$ cat src/rtl/mem_bus_arbiter.sv
// rtl/mem_bus_arbiter.sv - two-port (instruction/data) arbiter onto one shared memory port
//
// Ports:
//   clk, resetn                      clock, synchronous active-low reset
//   ireq_*/iresp_*                   instruction fetch port (valid/addr_ok/data_ok)
//   dreq_*/dresp_*                   data memory port (valid/addr_ok/data_ok)
//   mreq_*/mresp_*                   shared memory port
//   busy                             high whenever a transaction is in ADDR or DATA
//
// One transaction is outstanding at most. Data normally wins a collision, but
// after D_STREAK_MAX consecutive data grants with a fetch waiting, the fetch
// is granted next.
module mem_bus_arbiter #(
    parameter int D_STREAK_MAX = 4
) (
    input  logic        clk,
    input  logic        resetn,
    input  logic        ireq_valid,
    input  logic [31:0] ireq_addr,
    output logic        iresp_addr_ok,
    output logic        iresp_data_ok,
    output logic [31:0] iresp_data,
    input  logic        dreq_valid,
    input  logic [31:0] dreq_addr,
    input  logic [2:0]  dreq_size,
    input  logic [3:0]  dreq_strobe,
    input  logic [31:0] dreq_data,
    output logic        dresp_addr_ok,
    output logic        dresp_data_ok,
    output logic [31:0] dresp_data,
    output logic        mreq_valid,
    output logic [31:0] mreq_addr,
    output logic [2:0]  mreq_size,
    output logic [3:0]  mreq_strobe,
    output logic [31:0] mreq_data,
    input  logic        mresp_addr_ok,
    input  logic        mresp_data_ok,
    input  logic [31:0] mresp_data,
    output logic        busy
);

    typedef enum logic [1:0] {
        ST_IDLE = 2'd0,
        ST_ADDR = 2'd1,
        ST_DATA = 2'd2
    } state_e;

    localparam logic [3:0] STREAK_MAX = 4'(D_STREAK_MAX);

    state_e     state_q, state_d;
    logic       owner_d_q, owner_d_d;   // 1: data side owns the bus, 0: instruction side
    logic [3:0] streak_q, streak_d;

    // IDLE grant selection
    logic sel_valid;
    logic sel_d;
    logic grant;
    // Side currently routed: the selection in IDLE, the latched owner otherwise
    logic cur_d;
    logic route_valid;

    always_comb begin
        sel_valid = ireq_valid | dreq_valid;
        sel_d     = dreq_valid & (~ireq_valid | (streak_q != STREAK_MAX));
        grant     = (state_q == ST_IDLE) & sel_valid;
        cur_d     = (state_q == ST_IDLE) ? sel_d : owner_d_q;
        // A stray data_ok in IDLE with nothing selected must reach nobody
        route_valid = grant | (state_q != ST_IDLE);
    end

    // State register
    always_ff @(posedge clk) begin
        if (!resetn) begin
            state_q   <= ST_IDLE;
            owner_d_q <= 1'b0;
            streak_q  <= 4'd0;
        end else begin
            state_q   <= state_d;
            owner_d_q <= owner_d_d;
            streak_q  <= streak_d;
        end
    end

    // Next-state logic
    always_comb begin
        state_d   = state_q;
        owner_d_d = owner_d_q;
        streak_d  = streak_q;
        case (state_q)
            ST_IDLE: begin
                if (grant) begin
                    owner_d_d = sel_d;
                    if (mresp_addr_ok && mresp_data_ok) begin
                        state_d = ST_IDLE;
                    end else if (mresp_addr_ok) begin
                        state_d = ST_DATA;
                    end else begin
                        state_d = ST_ADDR;
                    end
                    // Streak only grows while a fetch is actually being held off
                    if (sel_d && ireq_valid) begin
                        streak_d = (streak_q == STREAK_MAX) ? STREAK_MAX : streak_q + 4'd1;
                    end else begin
                        streak_d = 4'd0;
                    end
                end
            end
            ST_ADDR: begin
                if (mresp_addr_ok) begin
                    state_d = mresp_data_ok ? ST_IDLE : ST_DATA;
                end
            end
            ST_DATA: begin
                if (mresp_data_ok) begin
                    state_d = ST_IDLE;
                end
            end
            default: state_d = ST_IDLE;
        endcase
    end

    // Output logic
    always_comb begin
        mreq_valid    = 1'b0;
        mreq_addr     = 32'd0;
        mreq_size     = 3'd0;
        mreq_strobe   = 4'd0;
        mreq_data     = 32'd0;
        iresp_addr_ok = 1'b0;
        iresp_data_ok = 1'b0;
        dresp_addr_ok = 1'b0;
        dresp_data_ok = 1'b0;
        iresp_data    = mresp_data;
        dresp_data    = mresp_data;
        busy          = (state_q != ST_IDLE);

        if (grant || (state_q == ST_ADDR)) begin
            mreq_valid = 1'b1;
            if (cur_d) begin
                mreq_addr   = dreq_addr;
                mreq_size   = dreq_size;
                mreq_strobe = dreq_strobe;
                mreq_data   = dreq_data;
            end else begin
                // Fetches are always word reads
                mreq_addr   = ireq_addr;
                mreq_size   = 3'b010;
            end
        end

        if (route_valid) begin
            if (cur_d) begin
                dresp_addr_ok = mresp_addr_ok;
                dresp_data_ok = mresp_data_ok;
            end else begin
                iresp_addr_ok = mresp_addr_ok;
                iresp_data_ok = mresp_data_ok;
            end
        end
    end

endmodule

$ cat config.mk
export PLATFORM = sky130hd
export DESIGN_NAME = mem_bus_arbiter
export DESIGN_NICKNAME = d
export VERILOG_FILES = /design/src/rtl/mem_bus_arbiter.sv
export SDC_FILE = /design/constraint.sdc
export NUM_CORES = 1
export LEC_CHECK = 0
export BUFFER_PORTS_ARGS = -buffer_cell sky130_fd_sc_hd__buf_4
export CAP_MARGIN = 20
export CORE_AREA = 2 2 110 112
export CTS_CLUSTER_DIAMETER = 100
export DETAILED_ROUTE_END_ITERATION = 10
export DIE_AREA = 0 0 112 114
export HOLD_SLACK_MARGIN = 0.1
export SLEW_MARGIN = 20
export SYNTH_ARGS = -nofsm -noshare
export SYNTH_HDL_FRONTEND = slang
export SYNTH_SLANG_ARGS = --single-unit
$ cat constraint.sdc
create_clock -name clk -period 5.97 [get_ports clk]
set_clock_uncertainty 0.15 [all_clocks]
set_input_delay 0.8955 -clock clk [delete_from_list [all_inputs] [get_ports clk]]
set_output_delay 0.8955 -clock clk [all_outputs]
set_load 0.05 [all_outputs]
==> summary.txt, run 1 <==
Route
  • Vias: ~2200
  • Post-Route WL: 6.79 mm
  • Routed len/inst: ~13 um
  • Via density per instance: 4.10
  • DRC: 0
  • Post-DRT Antenna Nets: 0
  • DR iter-0 viols: 112
  • 1st-pass router iterations: 4

Timing
  • Worst slew margin: 0.388
  • Final worst path period share: 0.688
  • Final setup vio count: 0
  • Final Slew Violations: 0
  • Fmax: between 0.2 and 0.25 GHz
  • Minimum clock period: just over 4 ns
  • Worst-Margin Slew: around 0.9 ns
  • Final hold violations: 0
  • RSZ-0062 raised after global routing: no
  • TNS Setup: 0 ns

Yosys
  • Register area share after synthesis: 0.0803
  • Yosys warnings: 0
  • Top FF cell, synth: dfxtp_1
  • Synthesized net count: between 400 and 500
  • Ys async rst share: 0
  • #FFs+latches synth: 7
  • Post-Synthesis Cells: 273
  • Most instantiated cells after synthesis: 68 x nand2_1, 64 x buf_4, 36 x a21oi_1
  • Top cell type by total area after synthesis: buf_4
  • Mapped cell area: around 1700 sq um
  • Ranking of synthesized cells by area: buf_4 28%, nand2_1 15%, and3_2 12%
  • Most numerous cell in the Yosys netlist: nand2_1
  • Yosys top cell area share: 0.275
  • Cell variety after synth: 29
  • Avg Cell Area, Syn: 6.39 sq um
  • Number of synthesized flops with an enable pin: 0

Floorplan
  • Number of cell rows: 40
  • Core Area: about 12000 sq um
  • Die W: about 110 um
  • Io pins: roughly 280
  • Die Y: 114 um
  • Die area: 12800 sq um
  • Initial core utilization: 0.149

Final layout
  • Final net count: about 520
  • Layout area overhead: 60.2%
  • Final Util: 0.239
  • Layout cells sized above 1: 0.591
  • Sequential cell area: around 140 sq um
  • ANT cells: 0
  • Multi-input gate area: approximately 970 sq um
  • Fillcell total: 1319
  • Finished Layout Cells: 526

Clocking
  • Clock buffer count from CTS: 3
  • CTS Sinks: 7
  • CTS Hold Buffers Added: 0
  • Max clock buf depth: 2
  • Worst-skew pair later-pin latency: between 0.2 and 0.25 ns
  • Htree depth: 1
  • Post_cts resized: 0
  • Reg clk slew, reported paths: 0.03 ns
  • Root Buffer: clkbuf_16
  • Post-CTS setup buffer count: 0
  • TritonCTS clock tree: built

Power
  • Pwr Density: roughly 200 nW/um^2
  • Total Power: about 0.00057 W
  • Static leakage: between 1.5 and 2 nW
  • VDD IR-drop max: just under 0.00008 V

Critical path
  • WP data required: around 4.9 ns
  • Element type at the critical path end: output port
  • Worst Path Arrival: 3.06 ns
  • R2R cell count: 5
  • CP Launch Type: input port
  • Kind of critical path: input port to output port
  • R2R setup slack: about 3.6 ns
  • Largest fanout on the critical path: 40

Global route
  • Gr usage total: 0.0957
  • Vias in the first global route: around 2100
  • Global-route wire length before repair: around 9.9 mm
  • Largest net degree at the start of global routing: 51
  • Initial antenna violation count: 0
  • Total congestion overflow: 0

Placed design
  • Post-DP HPWL: approximately 5.5 mm
  • Port bufs: about 190
  • RD Place Congestion: between 0.7 and 0.8
  • Cells after DPL: 522

Status
  • Status: complete, no violations

Min path
  • Hold Path Depth: 2
  • Hold crit path type: register to register

Flow run
  • Max Cap Viol: 0
==> cell type report <==
| type | count | share of cell area |
|---|---|---|
| multi-input cells | 177 | 0.349 |
| flip-flops and latches | 7 | 0.0501 |
| inverters | 4 | 0.00537 |
| clock buffers | 4 | 0.0282 |
| well taps | 147 | 0.0658 |
| repair buffers | 187 | 0.502 |
==> critical path: stages <==
cell    delay (ns)
buf_4         0.13
nor3_1        0.16
or2_2         0.59
inv_1         0.64
and3_2        0.42
buf_4         0.19
==> per-stage QoR <==
step / setup WS (ns) / hold WS (ns) / instance area, sq um
3_3_place_gp: 1.92 / 0.340 / 2720
4_1_cts: 1.83 / 0.361 / 2800
2_1_floorplan: 2.36 / 0.321 / 1750
3_5_place_dp: 1.80 / 0.357 / 2720
6_report: 1.86 / 0.359 / 2800
5_1_grt: 1.64 / 0.394 / 2800
==> registers in the layout, indices dropped and copies added (netlist names) <==
signal,flops
owner_d_q,1
state_q,2
streak_q,4
==> cell families (layout without fill, tap and decap cells) <==
kind of cell / count (synthesis) / after routing / synth area share
AND/OR/NAND/NOR: 126 / 126 / 0.373
buffers and inverters: 89 / 195 / 0.361
AO/OA/AOI/OAI: 49 / 49 / 0.171
flip-flops: 7 / 7 / 0.0803
adder cells (fa/ha/maj): 2 / 2 / 0.0143
==> power by group <==
group	internal [W]	total (W)	switching, W
Sequential	0.0000489	0.0000505	0.00000166
Combinational	0.000141	0.000410	0.000269
Clock	0.0000887	0.000112	0.0000237
==> metal layers <==
layer | track usage | up-vias | wire (um)
met2 | 0.204 | 137 | 3840
li1 | - | 1051 | -
met3 | 0.00956 | 19 | 580
met1 | 0.0937 | 952 | 2270
met5 | 0 | - | 0
met4 | 0.0350 | 0 | 107
==> cell usage in the layout, fill, tap and decap left out, types with 2 or more instances in the layout <==
cell and count:
inv_1 4, nor2_1 4, nor3_1 2, and3_1 10
buf_4 187, o21ai_0 4, o311a_2 2, and3_2 28
nand3_1 2, nor2b_1 3, clkbuf_16 3, and2_1 2
nor3b_1 3, a21oi_1 36, ha_1 2, a21boi_0 3
nand2_1 68, dfxtp_1 7
==> final timing paths <==
kind,startpoint,to
max,dreq_valid,mreq_strobe[3]
min,streak_q[1]$_SDFFE_PN0P_,streak_q[1]$_SDFFE_PN0P_
max reg2reg,state_q[0]$_SDFFE_PN0P_,state_q[1]$_SDFFE_PN0P_
min reg2reg,streak_q[1]$_SDFFE_PN0P_,streak_q[1]$_SDFFE_PN0P_
(Power assumes the default switching activity.)
==> inputs of run 2 (changes only) <==
- clock period: 5.97 -> 3.65 ns (I/O delays scaled with it)
==> summary.txt, run 2 (synthesis results as in run 1) <==
Status
  • Status: complete, no violations

Floorplan
  • Initial core utilization: 0.149
  • Number of cell rows: 40
  • Die W: around 110 um
  • Core Area: approximately 12000 sq um
  • Die Y: between 100 and 150 um
  • Io pins: 282
  • Die area: approximately 13000 sq um

Placed design
  • Post-place instance area: 2730 sq um
  • Pre-CTS setup slack: 0.688 ns
  • RD Place Congestion: about 0.8
  • Post-DP HPWL: between 5 and 6 mm
  • Port bufs: 185

Timing
  • Worst-Margin Slew: approximately 0.89 ns
  • Final Slew Violations: 0
  • Final hold violations: 0
  • Final setup vio count: 0
  • Worst slew margin: 0.409
  • TNS Setup: 0 ns
  • Fmax: between 0.3 and 0.4 GHz
  • Final worst path period share: 0.823
  • Minimum clock period: approximately 3 ns
  • RSZ-0062 raised after global routing: no
  • Slack of the critical path: approximately 0.65 ns

Power
  • Clk pwr share: 0.200
  • Comb pwr share: 0.713
  • Static leakage: ~1.5 nW
  • Int Pwr: 0.000459 W
  • Switching Power: 0.000486 W
  • VDD IR-drop max: roughly 0.00016 V
  • Switching portion of total power: 0.514
  • Pwr Density: about 340 nW/um^2
  • Sequential Power Share: 0.087

Clocking
  • Post-CTS setup buffer count: 0
  • CTS Hold Buffers Added: 0
  • Htree depth: 1
  • Root Buffer: clkbuf_16
  • TritonCTS clock tree: built
  • Worst-skew pair later-pin latency: approximately 0.23 ns
  • Clock buffer count from CTS: 3
  • Reg clk slew, reported paths: roughly 0.04 ns
  • Post_cts resized: 0
  • CTS Sinks: 7
  • Max clock buf depth: 2

Final layout
  • Reg with most FFs: streak_q
  • Most common cell after layout, fill and taps aside: buf_4
  • ANT cells: 0
  • Fillcell total: 1304
  • Largest register FFs: 4
  • Commonest non-fill, non-tap cells in the layout: 189 x buf_4, 68 x nand2_1, 36 x a21oi_1, 28 x and3_2, 10 x and3_1
  • Layout area overhead: 61.1%
  • Final instance area: 2810 sq um
  • Final net count: 525
  • Layout cells sized above 1: 0.593
  • Largest regs: streak_q x4, state_q x2, owner_d_q x1

Route
  • Via density per instance: 4.12
  • Post-Route WL: 6.81 mm
  • Post-DRT Antenna Nets: 0
  • DR iter-0 viols: 37
  • DRC: 0
  • 1st-pass router iterations: 4
  • Vias: roughly 2200
  • Routed len/inst: roughly 13 um

Global route
  • Largest net degree at the start of global routing: slightly above 50
  • Met3 usage: 0.0138
  • GR peak layer: met2
  • Met2 Track Usage GR: 0.185
  • GR Util met1: 0.0947
  • Gr usage total: 0.0926
  • Total congestion overflow: 0
  • Vias in the first global route: about 2000
  • Global-route wire length before repair: around 9.6 mm
  • Initial antenna violation count: 0

Critical path
  • Element type at the critical path end: output port
  • Largest fanout on the critical path: 32
  • Kind of critical path: register to output port
  • CP Launch Type: register
  • WP data required: 2.95 ns
  • Worst Path Arrival: 2.31 ns

Flow run
  • Max Cap Viol: 0

Min path
  • Hold crit path type: register to register
==> run 2: worst paths after layout <==
kind / start / endpoint / slack, ns / cells past startpoint
max: streak_q[0]$_SDFFE_PN0P_ / mreq_addr[27] / 0.65 / 8
min: streak_q[2]$_SDFFE_PN0P_ / streak_q[2]$_SDFFE_PN0P_ / 0.35 / 2
max reg2reg: state_q[0]$_SDFFE_PN0P_ / state_q[1]$_SDFFE_PN0P_ / 1.67 / 5
min reg2reg: streak_q[2]$_SDFFE_PN0P_ / streak_q[2]$_SDFFE_PN0P_ / 0.35 / 2
==> run 2: metrics by stage <==
| step | cells | hold WS (ns) | total power [W] | util |
|---|---|---|---|---|
| floorplan | 273 | 0.321 | 0.000715 | - |
| global placement | 524 | 0.337 | 0.000754 | 0.233 |
| detailed placement | 524 | 0.349 | 0.000761 | 0.233 |
| CTS | 528 | 0.354 | 0.000951 | 0.240 |
| global route | 528 | 0.359 | 0.000987 | 0.240 |
| finish | 528 | 0.350 | 0.000945 | 0.240 |
==> run 2: per-layer routing <==
| layer | share of wire | vias to the layer above |
|---|---|---|
| li1 | - | 1057 |
| met1 | 0.33 | 943 |
| met2 | 0.55 | 155 |
| met3 | 0.097 | 22 |
| met4 | 0.021 | 0 |
| met5 | 0 | - |
==> run 2: worst max-delay path, stage by stage, from the launching register on <==
cell,delay (ns)
dfxtp_1,0.34
inv_1,0.07
ha_1,0.15
and3b_2,0.26
a32o_1,0.30
buf_4,0.36
nand2_1,0.09
a21oi_1,0.25
buf_4,0.25
==> run 2: layout make-up <==
| type | count | area, sq um | share of cell area |
|---|---|---|---|
| Inverter | 4 | 15.0 | 0.00534 |
| Timing Repair Buffer | 189 | 1420 | 0.505 |
| Clock buffer | 4 | 78.8 | 0.0280 |
| Sequential cell | 7 | 140 | 0.0498 |
| Tap cell | 147 | 184 | 0.0654 |
| Multi-Input combinational cell | 177 | 975 | 0.347 |
==> run 2: power groups by stage <==
stage          Clock (W)  Combinational, W  Sequential [W]
5_1_grt         0.000197          0.000707       0.0000829
3_5_place_dp           0          0.000677       0.0000836
3_3_place_gp           0          0.000671       0.0000837
6_report        0.000189          0.000673       0.0000825
4_1_cts         0.000190          0.000678       0.0000825
2_1_floorplan          0          0.000632       0.0000830
